==> config.mk <==
export PLATFORM = sky130hd
export DESIGN_NAME = sd_spi_card_responder
export DESIGN_NICKNAME = d
export VERILOG_FILES = /design/src/rtl/sd_spi_card_responder.sv
export SDC_FILE = /design/constraint.sdc
export NUM_CORES = 1
export LEC_CHECK = 0
export CAP_MARGIN = 20
export CORE_UTILIZATION = 60
export CTS_BUF_LIST = sky130_fd_sc_hd__clkbuf_8
export CTS_CLUSTER_DIAMETER = 120
export DETAILED_ROUTE_END_ITERATION = 12
export DONT_BUFFER_PORTS = 1
export GPL_ROUTABILITY_DRIVEN = 0
export PLACE_DENSITY = 0.87
export SYNTH_ARGS = -nofsm -noshare
export SYNTH_HDL_FRONTEND = slang
export SYNTH_SLANG_ARGS = --single-unit
export TNS_END_PERCENT = 10
==> constraint.sdc <==
create_clock -name clk -period 3.2 [get_ports clk]
set_clock_uncertainty 0.1 [all_clocks]
set_input_delay 0.32 -clock clk [delete_from_list [all_inputs] [get_ports clk]]
set_output_delay 0.32 -clock clk [all_outputs]
set_load 0.02 [all_outputs]
==> src/rtl/sd_spi_card_responder.sv <==
// SPI-mode SD card responder for the host init sequence (CMD0/8/55/ACMD41/58).
// Optional CRC7 command checking is enabled by defining SD_RESP_CRC_CHECK_EN.
module sd_spi_card_responder #(
  parameter int unsigned NCR_BITS   = 8,
  parameter int unsigned BUSY_POLLS = 2,
  parameter int unsigned CCS        = 1
) (
  input  logic       clk,
  input  logic       rst_n,
  input  logic       sclk,
  input  logic       cs_n,
  input  logic       mosi,
  output logic       miso,
  output logic       card_ready,
  output logic       cmd_strobe,
  output logic [5:0] last_cmd
);

  localparam logic [6:0] NCR_LAST = 7'(NCR_BITS);
  localparam logic [6:0] POLL_MAX = 7'(BUSY_POLLS);
  localparam logic       CCS_BIT  = 1'(CCS);

  typedef enum logic [1:0] {HUNT, CMD, NCR, RESP} state_t;

  logic [1:0] sclk_q, cs_q, mosi_q;
  logic       sclk_d;
  logic       sclk_s, cs_s, mosi_s, rise, fall;

  always_ff @(posedge clk or negedge rst_n) begin
    if (!rst_n) begin
      sclk_q <= '0;
      cs_q   <= '1;
      mosi_q <= '1;
      sclk_d <= 1'b0;
    end else begin
      sclk_q <= {sclk_q[0], sclk};
      cs_q   <= {cs_q[0], cs_n};
      mosi_q <= {mosi_q[0], mosi};
      sclk_d <= sclk_q[1];
    end
  end

  assign sclk_s = sclk_q[1];
  assign cs_s   = cs_q[1];
  assign mosi_s = mosi_q[1];
  assign rise   = sclk_s & ~sclk_d;
  assign fall   = ~sclk_s & sclk_d;

  state_t      state, state_n;
  // sr holds frame[45:1] by the 48th rise; the start/tx bits are implied by the hunt.
  logic [44:0] sr, sr_n;
  logic        saw_zero, saw_zero_n;
  logic [5:0]  bit_cnt, bit_cnt_n;
  logic [6:0]  ncr_cnt, ncr_cnt_n;
  logic [39:0] resp_sr, resp_sr_n;
  logic [5:0]  bits_left, bits_left_n;
  logic        miso_n, strobe_n;
  logic [5:0]  last_n;
  logic        idle_flag, idle_n, app_cmd, app_n, ready_n;
  logic [6:0]  poll_cnt, poll_n;

  logic [5:0]  idx;
  logic [31:0] arg;
  logic        crc_ok;
  logic [7:0]  dec_r1;
  logic [31:0] dec_data;
  logic        dec_long, dec_idle, dec_ready, dec_app;
  logic [6:0]  dec_polls;

  assign idx = sr[44:39];
  assign arg = sr[38:7];

`ifdef SD_RESP_CRC_CHECK_EN
  function automatic logic [6:0] crc7(input logic [39:0] d);
    logic [6:0] c;
    logic       fb;
    c = '0;
    for (int unsigned i = 0; i < 40; i++) begin
      fb = d[39 - i] ^ c[6];
      c  = {c[5:0], 1'b0};
      if (fb) c = c ^ 7'h09;
    end
    return c;
  endfunction

  assign crc_ok = (crc7({2'b01, sr[44:7]}) == sr[6:0]);
`else
  assign crc_ok = 1'b1;
`endif

  always_comb begin
    dec_r1    = {7'b0, idle_flag};
    dec_data  = '0;
    dec_long  = 1'b0;
    dec_idle  = idle_flag;
    dec_ready = card_ready;
    dec_app   = 1'b0;
    dec_polls = poll_cnt;
    if (!crc_ok) begin
      dec_r1  = 8'h08 | {7'b0, idle_flag};
      dec_app = app_cmd;
    end else begin
      case (idx)
        6'd0: begin
          dec_r1    = 8'h01;
          dec_idle  = 1'b1;
          dec_ready = 1'b0;
          dec_polls = '0;
        end
        6'd8: begin
          dec_long = 1'b1;
          dec_data = {20'h0, (arg[11:8] == 4'h1) ? 4'h1 : 4'h0, arg[7:0]};
        end
        6'd55: dec_app = 1'b1;
        6'd41: begin
          if (!app_cmd) begin
            dec_r1 = 8'h04 | {7'b0, idle_flag};
          end else if (poll_cnt < POLL_MAX) begin
            dec_r1    = 8'h01;
            dec_polls = poll_cnt + 7'd1;
          end else begin
            dec_r1    = 8'h00;
            dec_idle  = 1'b0;
            dec_ready = 1'b1;
          end
        end
        6'd58: begin
          dec_long = 1'b1;
          dec_data = {card_ready, card_ready & CCS_BIT, 6'h0, 24'hFF8000};
        end
        default: dec_r1 = 8'h04 | {7'b0, idle_flag};
      endcase
    end
  end

  always_comb begin
    state_n     = state;
    sr_n        = sr;
    saw_zero_n  = saw_zero;
    bit_cnt_n   = bit_cnt;
    ncr_cnt_n   = ncr_cnt;
    resp_sr_n   = resp_sr;
    bits_left_n = bits_left;
    miso_n      = miso;
    strobe_n    = 1'b0;
    last_n      = last_cmd;
    idle_n      = idle_flag;
    app_n       = app_cmd;
    ready_n     = card_ready;
    poll_n      = poll_cnt;
    if (cs_s) begin
      state_n    = HUNT;
      miso_n     = 1'b1;
      sr_n       = '0;
      saw_zero_n = 1'b0;
      bit_cnt_n  = '0;
    end else begin
      case (state)
        HUNT: if (rise) begin
          if (!mosi_s) begin
            saw_zero_n = 1'b1;
          end else if (saw_zero) begin
            saw_zero_n = 1'b0;
            sr_n       = '0;
            bit_cnt_n  = 6'd2;
            state_n    = CMD;
          end
        end
        CMD: if (rise) begin
          sr_n      = {sr[43:0], mosi_s};
          bit_cnt_n = bit_cnt + 6'd1;
          if (bit_cnt == 6'd47) begin
            strobe_n    = 1'b1;
            last_n      = idx;
            idle_n      = dec_idle;
            ready_n     = dec_ready;
            app_n       = dec_app;
            poll_n      = dec_polls;
            resp_sr_n   = {dec_r1, dec_data};
            bits_left_n = dec_long ? 6'd39 : 6'd7;
            ncr_cnt_n   = '0;
            state_n     = NCR;
          end
        end
        NCR: if (fall) begin
          if (ncr_cnt == NCR_LAST) begin
            miso_n    = resp_sr[39];
            resp_sr_n = {resp_sr[38:0], 1'b0};
            state_n   = RESP;
          end else begin
            miso_n    = 1'b1;
            ncr_cnt_n = ncr_cnt + 7'd1;
          end
        end
        RESP: if (fall) begin
          if (bits_left == '0) begin
            miso_n     = 1'b1;
            saw_zero_n = 1'b0;
            state_n    = HUNT;
          end else begin
            miso_n      = resp_sr[39];
            resp_sr_n   = {resp_sr[38:0], 1'b0};
            bits_left_n = bits_left - 6'd1;
          end
        end
        default: state_n = HUNT;
      endcase
    end
  end

  always_ff @(posedge clk or negedge rst_n) begin
    if (!rst_n) begin
      state      <= HUNT;
      sr         <= '0;
      saw_zero   <= 1'b0;
      bit_cnt    <= '0;
      ncr_cnt    <= '0;
      resp_sr    <= '0;
      bits_left  <= '0;
      miso       <= 1'b1;
      cmd_strobe <= 1'b0;
      last_cmd   <= '0;
      idle_flag  <= 1'b1;
      app_cmd    <= 1'b0;
      card_ready <= 1'b0;
      poll_cnt   <= '0;
    end else begin
      state      <= state_n;
      sr         <= sr_n;
      saw_zero   <= saw_zero_n;
      bit_cnt    <= bit_cnt_n;
      ncr_cnt    <= ncr_cnt_n;
      resp_sr    <= resp_sr_n;
      bits_left  <= bits_left_n;
      miso       <= miso_n;
      cmd_strobe <= strobe_n;
      last_cmd   <= last_n;
      idle_flag  <= idle_n;
      app_cmd    <= app_n;
      card_ready <= ready_n;
      poll_cnt   <= poll_n;
    end
  end

endmodule

==> results of run 1 <==
## worst min path at each step
| stage | startpoint | endpoint | cells past startpoint |
|---|---|---|---|
| final | rst_n | last_cmd[3] | 0 |
| after global routing | rst_n | sr[39] | 0 |
| after detailed placement | rst_n | poll_cnt[6] | 0 |
| after global placement | rst_n | poll_cnt[6] | 0 |
| after CTS | rst_n | resp_sr[33] | 0 |
| after floorplan | rst_n | app_cmd | 0 |
## repair_timing
action / in CTS / in global routing
buffers inserted: 0 / 0
endpoints found under the setup margin: 0 / 0
endpoints found under the hold margin: 135 / 132
## sequential cells by signal (all words and copies together) (netlist names)
| signal | cells |
|---|---|
| idle_flag | 1 |
| cs_q | 2 |
| bits_left | 6 |
| ncr_cnt | 7 |
| sclk_d | 1 |
| poll_cnt | 7 |
| card_ready | 1 |
| miso | 1 |
| saw_zero | 1 |
| state | 2 |
| resp_sr | 40 |
| cmd_strobe | 1 |
| bit_cnt | 6 |
| last_cmd | 6 |
| sr | 45 |
| app_cmd | 1 |
| mosi_q | 2 |
| sclk_q | 2 |
## area by class of cell
type,instances,area (um^2),share of cell area
Clock inverter,11,133.9,0.02049
Timing Repair Buffer,12,110.1,0.01685
Sequential cell,132,3311,0.5066
Clock buffer,21,289.0,0.04423
Inverter,41,153.9,0.02355
Multi-Input combinational cell,348,2371,0.3628
Tap cell,133,166.4,0.02546
## routing by layer
layer / wire (um) / vias to the layer above / track usage
li1: - / 1933 / -
met1: 5209 / 2111 / 0.3295
met2: 5896 / 146 / 0.4101
met3: 628 / 32 / 0.08351
met4: 318 / 0 / 0.1594
met5: 0 / - / 0
## cell families (layout without fill, tap and decap cells)
group	after synthesis	after routing
flip-flops	132	132
adder cells (fa/ha/maj)	11	11
XOR/XNOR	7	7
buffers and inverters	75	85
AND/OR/NAND/NOR	170	170
AO/OA/AOI/OAI	115	115
multiplexers	45	45
## power by group through the flow
stage	registers, W	clock network, W	logic [W]
finish	0.00174	0.00146	0.000333
global route	0.00174	0.00157	0.000363
CTS	0.00173	0.00149	0.000329
detailed placement	0.00176	0	0.000323
global placement	0.00176	0	0.000302
floorplan	0.00175	0	0.000260
## stage by stage
step / setup WS, ns / utilization / std cells
2_1_floorplan: 0.6796 / - / 555
3_3_place_gp: 0.4958 / 0.6251 / 663
5_1_grt: 0.1670 / 0.6717 / 698
6_report: 0.3180 / 0.6717 / 698
4_1_cts: 0.3270 / 0.6717 / 698
3_5_place_dp: 0.3900 / 0.6251 / 663
## placed cells by master (no fill, tap or decap), types with 3 or more instances in the layout
cell / Yosys / routed
mux2i_1: 29 / 29
nor3_1: 9 / 9
or3_1: 4 / 4
clkbuf_8: 0 / 21
nor2_1: 33 / 32
nand3_1: 17 / 16
nand2_1: 68 / 68
dfrtp_1: 126 / 126
o221ai_1: 3 / 3
nor4b_1: 4 / 4
nand4_1: 6 / 6
ha_1: 11 / 11
a21oi_1: 17 / 17
o31ai_1: 3 / 3
o22ai_1: 3 / 3
dlygate4sd3_1: 0 / 3
mux2_4: 13 / 13
dfstp_2: 6 / 6
nor2b_1: 5 / 5
mux2_2: 3 / 3
buf_4: 0 / 8
inv_1: 41 / 44
a31oi_1: 6 / 6
xor2_1: 6 / 6
nand2b_1: 6 / 6
clkinvlp_4: 0 / 3
a22o_1: 46 / 46
bufinv_16: 0 / 3
nor4_1: 5 / 5
and3_1: 4 / 4
o21ai_0: 19 / 19
==> impl_metrics.py, run 1 <==
metrics = {
    "outcome": {
        "status": "finished, violations left",
        "violations": "hold timing",
    },
    "routing": {
        "drc": 0,
        "vias": 4222,
        "drt_iter0_markers": 279,
        "ant_nets": 0,
        "dr.pass1.iters": 5,
        "wl_per_cell_um": 17.27,
        "totalWireLength_um": 12050,
        "viasPerCell": 6.049,
    },
    "setup_path": {
        "cpMostUsedCell": "buf_4",
        "reg2reg_depth": 7,
        "critical_path.endpoint": "resp_sr[28]",
        "start_kind": "register",
        "criticalPathCategory": "reg -> reg",
        "path_cells": "or4b_1, or3_1, a221oi_2, nand3_2, buf_4, buf_4, mux2i_1",
        "crit_buf_inv": 2,
        "critical_path_required_ns": 3.45,
        "r2r_setup_slack_ns": 0.32,
        "cp_max_fo": 26,
        "reg2reg_to": "resp_sr[28]",
        "cp-startpoint": "ncr_cnt[4]",
        "worstSetupEndpointType": "register",
        "r2r_start": "ncr_cnt[4]",
        "cp_slowest_stage_delay_ns": 0.55,
        "crit_slowest_cell": "or4b_1",
        "critical_path_cell_count": 7,
        "crit_arrival_ns": 3.13,
        "path_delay_family": "simple AND/OR/NAND/NOR gates",
    },
    "clocking": {
        "clk_latency_ns": 0.45,
        "cts_tree": "done",
        "hold_buffers": 3,
        "cts_buffer_depth": 2,
        "clock-sinks": 132,
        "path_clk_slew_ns": 0.07,
        "numCtsBuffers": 17,
        "postCtsResizedCells": 0,
        "htreeDepth": 4,
        "root_buffer": "clkbuf_8",
    },
    "synth": {
        "synth-simple-area-share": 0.1343,
        "netlist_area_um2": 5973,
        "netlist_top_cells_count": "dfrtp_1 (126), nand2_1 (68), a22o_1 (46)",
        "synth_cell_types": 55,
        "synth_fa_ha_area_frac": 0.02304,
        "synth_compound_area_frac": 0.1412,
        "synth_top_area_frac": 0.5279,
        "ys.flop_type": "dfrtp_1",
        "yosysSeqAreaShare": 0.5543,
        "synth_top_cell_by_area": "dfrtp_1",
        "synth-seq-cells": 132,
        "synth_xor_area_frac": 0.01026,
        "syn_avg_cell_area_um2": 10.76,
        "yosysWarnings": 0,
        "synth_edf_count": 0,
        "synth_top_family_by_area": "compound AO/OA/AOI/OAI gates",
        "muxShareOfSynthArea": 0.08693,
        "synth_nets": 571,
        "async_reset_ff_frac": 1.000,
        "syn_inst": 555,
        "yosysMostFrequentCell": "dfrtp_1",
        "ys_top_cells_by_area": "dfrtp_1 (53%), a22o_1 (6.7%), mux2i_1 (4.9%)",
    },
    "timing": {
        "finalMaxSlewViolations": 0,
        "finalCritPeriodShare": 0.9006,
        "setup-tns-final_ns": 0,
        "slew_headroom": 0.4317,
        "setup_violations": 0,
        "hold_viol": 132,
        "max_freq_mhz": 347.0,
        "rsz0062_at_grt": "false",
        "worst_pin_slew_ns": 0.8494,
        "hold_slack_ns": -0.5421,
        "period_minus_slack_ns": 2.882,
    },
    "layout": {
        "nets": 568,
        "num-fill-cells": 710,
        "drive_gt1_frac": 0.1168,
        "final_area_um2": 6535,
        "antenna_cells": 0,
        "synthToLayoutAreaGrowth_pct": 9.405,
    },
    "grt": {
        "grt_max_degree": 133,
        "track_usage": 0.2657,
        "antenna_found_initial": 0,
        "grt_pass1_wl_um": 20360,
        "grt_remaining_overflow": 0,
        "grt_pass1_vias": 4247,
    },
    "floorplan": {
        "io_pins": 14,
        "row_count": 36,
        "core_region_area_um2": 9729,
        "initial_core_util": 0.6139,
        "fp.dieH_um": 101.8,
        "die_x_um": 101.8,
        "die-area_um2": 10360,
    },
    "place": {
        "io_buffers": 0,
        "dp_hpwl_um": 7351,
        "placed_area_um2": 6082,
    },
    "power_and_ir_drop": {
        "p_leak_nw": 3.239,
        "combPwrFrac": 0.094,
        "p_sw_w": 0.0008644,
        "vdd_ir_drop_max_v": 0.0004401,
        "intPower_w": 0.002669,
        "p_per_area_nw_per_um2": 540.7,
        "p_sw_frac": 0.2446,
        "p_seq_frac": 0.491,
        "p_total_w": 0.003533,
        "pwr-share-clk": 0.414,
    },
    "flow_run": {
        "max-cap-violations": 0,
    },
    "hold_path": {
        "hold_path_class": "in -> async",
    },
}
(Power assumes the default switching activity.)
==> inputs of run 2 (changes only) <==
--- a/config.mk
+++ b/config.mk
@@ -6,6 +6,7 @@
 export NUM_CORES = 1
 export LEC_CHECK = 0
 export CAP_MARGIN = 20
+export CORE_MARGIN = 2
 export CORE_UTILIZATION = 60
 export CTS_BUF_LIST = sky130_fd_sc_hd__clkbuf_8
 export CTS_CLUSTER_DIAMETER = 120
==> run 2 against run 1 <==
- non-clock buffer count down 1
- wire length down 3.0%
- register-to-register slack better by 0.02 ns
- setup slack better by 0.016 ns
- sequential share of layout area up 0.43 points
- sequential power about the same
- the run still ends with hold timing left
- global-route usage down 3.2 points
==> impl_metrics.py, run 2 (synthesis results as in run 1) <==
metrics = {
    "timing": {
        "hold_slack_ns": -0.5224,
        "slew_headroom": 0.4518,
        "finalCritPeriodShare": 0.8956,
        "setup_violations": 0,
        "setup-tns-final_ns": 0,
        "period_minus_slack_ns": 2.866,
        "hold_viol": 132,
        "finalMaxSlewViolations": 0,
        "worst_slack_ns": 0.3342,
        "max_freq_mhz": 348.9,
        "rsz0062_at_grt": "false",
        "worst_pin_slew_ns": 0.8223,
    },
    "layout": {
        "drive_gt1_frac": 0.1082,
        "largest_reg_flops": 45,
        "num-fill-cells": 683,
        "antenna_cells": 0,
        "regMostFlops": "sr",
        "post-route-util": 0.6660,
        "layout_common_cells": "dfrtp_1 (126), nand2_1 (68), inv_1 (48)",
        "synthToLayoutAreaGrowth_pct": 8.483,
        "nets": 567,
        "reg_top3": "sr x45, resp_sr x40",
        "final_common_cell": "dfrtp_1",
    },
    "floorplan": {
        "initial_core_util": 0.6139,
        "die-area_um2": 10770,
        "row_count": 36,
        "io_pins": 14,
        "core_region_area_um2": 9729,
        "die_x_um": 103.8,
        "fp.dieH_um": 103.8,
    },
    "grt": {
        "grt_max_degree": 133,
        "track_usage": 0.2342,
        "grt_pass1_wl_um": 20180,
        "grt_remaining_overflow": 0,
        "antenna_found_initial": 0,
        "grt_pass1_vias": 4271,
    },
    "routing": {
        "viasPerCell": 5.945,
        "wl_per_cell_um": 16.77,
        "vias": 4144,
        "ant_nets": 0,
        "dr.pass1.iters": 4,
        "totalWireLength_um": 11690,
        "drt_iter0_markers": 221,
        "drc": 0,
    },
    "outcome": {
        "violations": "hold timing",
        "status": "finished, violations left",
    },
    "clocking": {
        "cts_setup_buffers": 0,
        "cts_buffer_depth": 2,
        "numCtsBuffers": 17,
        "clk_latency_ns": 0.43,
        "htreeDepth": 4,
        "hold_buffers": 3,
        "root_buffer": "clkbuf_8",
        "clock-sinks": 132,
        "path_clk_slew_ns": 0.07,
        "postCtsResizedCells": 0,
        "cts_tree": "done",
    },
    "power_and_ir_drop": {
        "vdd_ir_drop_max_v": 0.0005206,
        "p_leak_nw": 3.229,
        "p_total_w": 0.003344,
        "p_per_area_nw_per_um2": 516.1,
    },
    "place": {
        "io_buffers": 0,
        "dp_hpwl_um": 7368,
        "place_ws_ns": 0.3928,
    },
    "hold_path": {
        "hold_path_class": "in -> async",
    },
    "flow_run": {
        "max-cap-violations": 0,
    },
    "setup_path": {
        "crit_arrival_ns": 3.07,
        "cp_max_fo": 26,
        "start_kind": "register",
        "critical_path_required_ns": 3.41,
        "criticalPathCategory": "reg -> reg",
        "worstSetupEndpointType": "register",
    },
}
run 2: worst max-delay path, cell delays in order (launching register included):
cell	delay, ns
dfrtp_1	0.42
or4b_1	0.57
or3_1	0.46
a221oi_2	0.34
nand3_2	0.10
buf_4	0.31
buf_4	0.28
mux2i_1	0.15
run 2: worst paths after layout:
check                      startpoint          end  slack (ns)  cells after the start
max                        ncr_cnt[4]  resp_sr[18]        0.33                      7
max reg2reg                ncr_cnt[4]  resp_sr[18]        0.33                      7
max in group asynchronous       rst_n    mosi_q[1]        3.26                      0
min reg2reg                 sclk_q[0]    sclk_q[1]        0.25                      0
min                             rst_n  poll_cnt[6]       -0.52                      0
min in group clk            sclk_q[0]    sclk_q[1]        0.25                      0
run 2: power breakdown:
group	leakage (nW)	total, W	switching [W]	internal (W)
Combinational	1.21	0.000340	0.000215	0.000125
Sequential	1.81	0.00173	0.0000310	0.00170
Clock	0.210	0.00127	0.000596	0.000674
run 2: area by class of cell:
type / instances / area, um^2 / share of cell area
timing repair buffer: 11 / 115.1 / 0.01776
multi-input combinational: 348 / 2371 / 0.3659
tap: 133 / 166.4 / 0.02568
sequential: 132 / 3311 / 0.5109
clock inverter: 11 / 73.82 / 0.01139
clock buffer: 21 / 289.0 / 0.04460
inverter: 41 / 153.9 / 0.02375
run 2: layer usage:
layer  wire, um  GRT usage
met2       5830     0.3742
met4        226     0.1062
met3        519    0.05223
met5          0          0
met1       5112     0.3090
run 2: metrics by stage:
stage / std cells / instance area [um^2] / hold WS, ns
finish: 697 / 6480 / -0.5224
global route: 697 / 6480 / -0.5540
CTS: 697 / 6480 / -0.5478
detailed placement: 662 / 6087 / -0.07265
global placement: 662 / 6087 / -0.07333
floorplan: 555 / 5973 / -0.07559
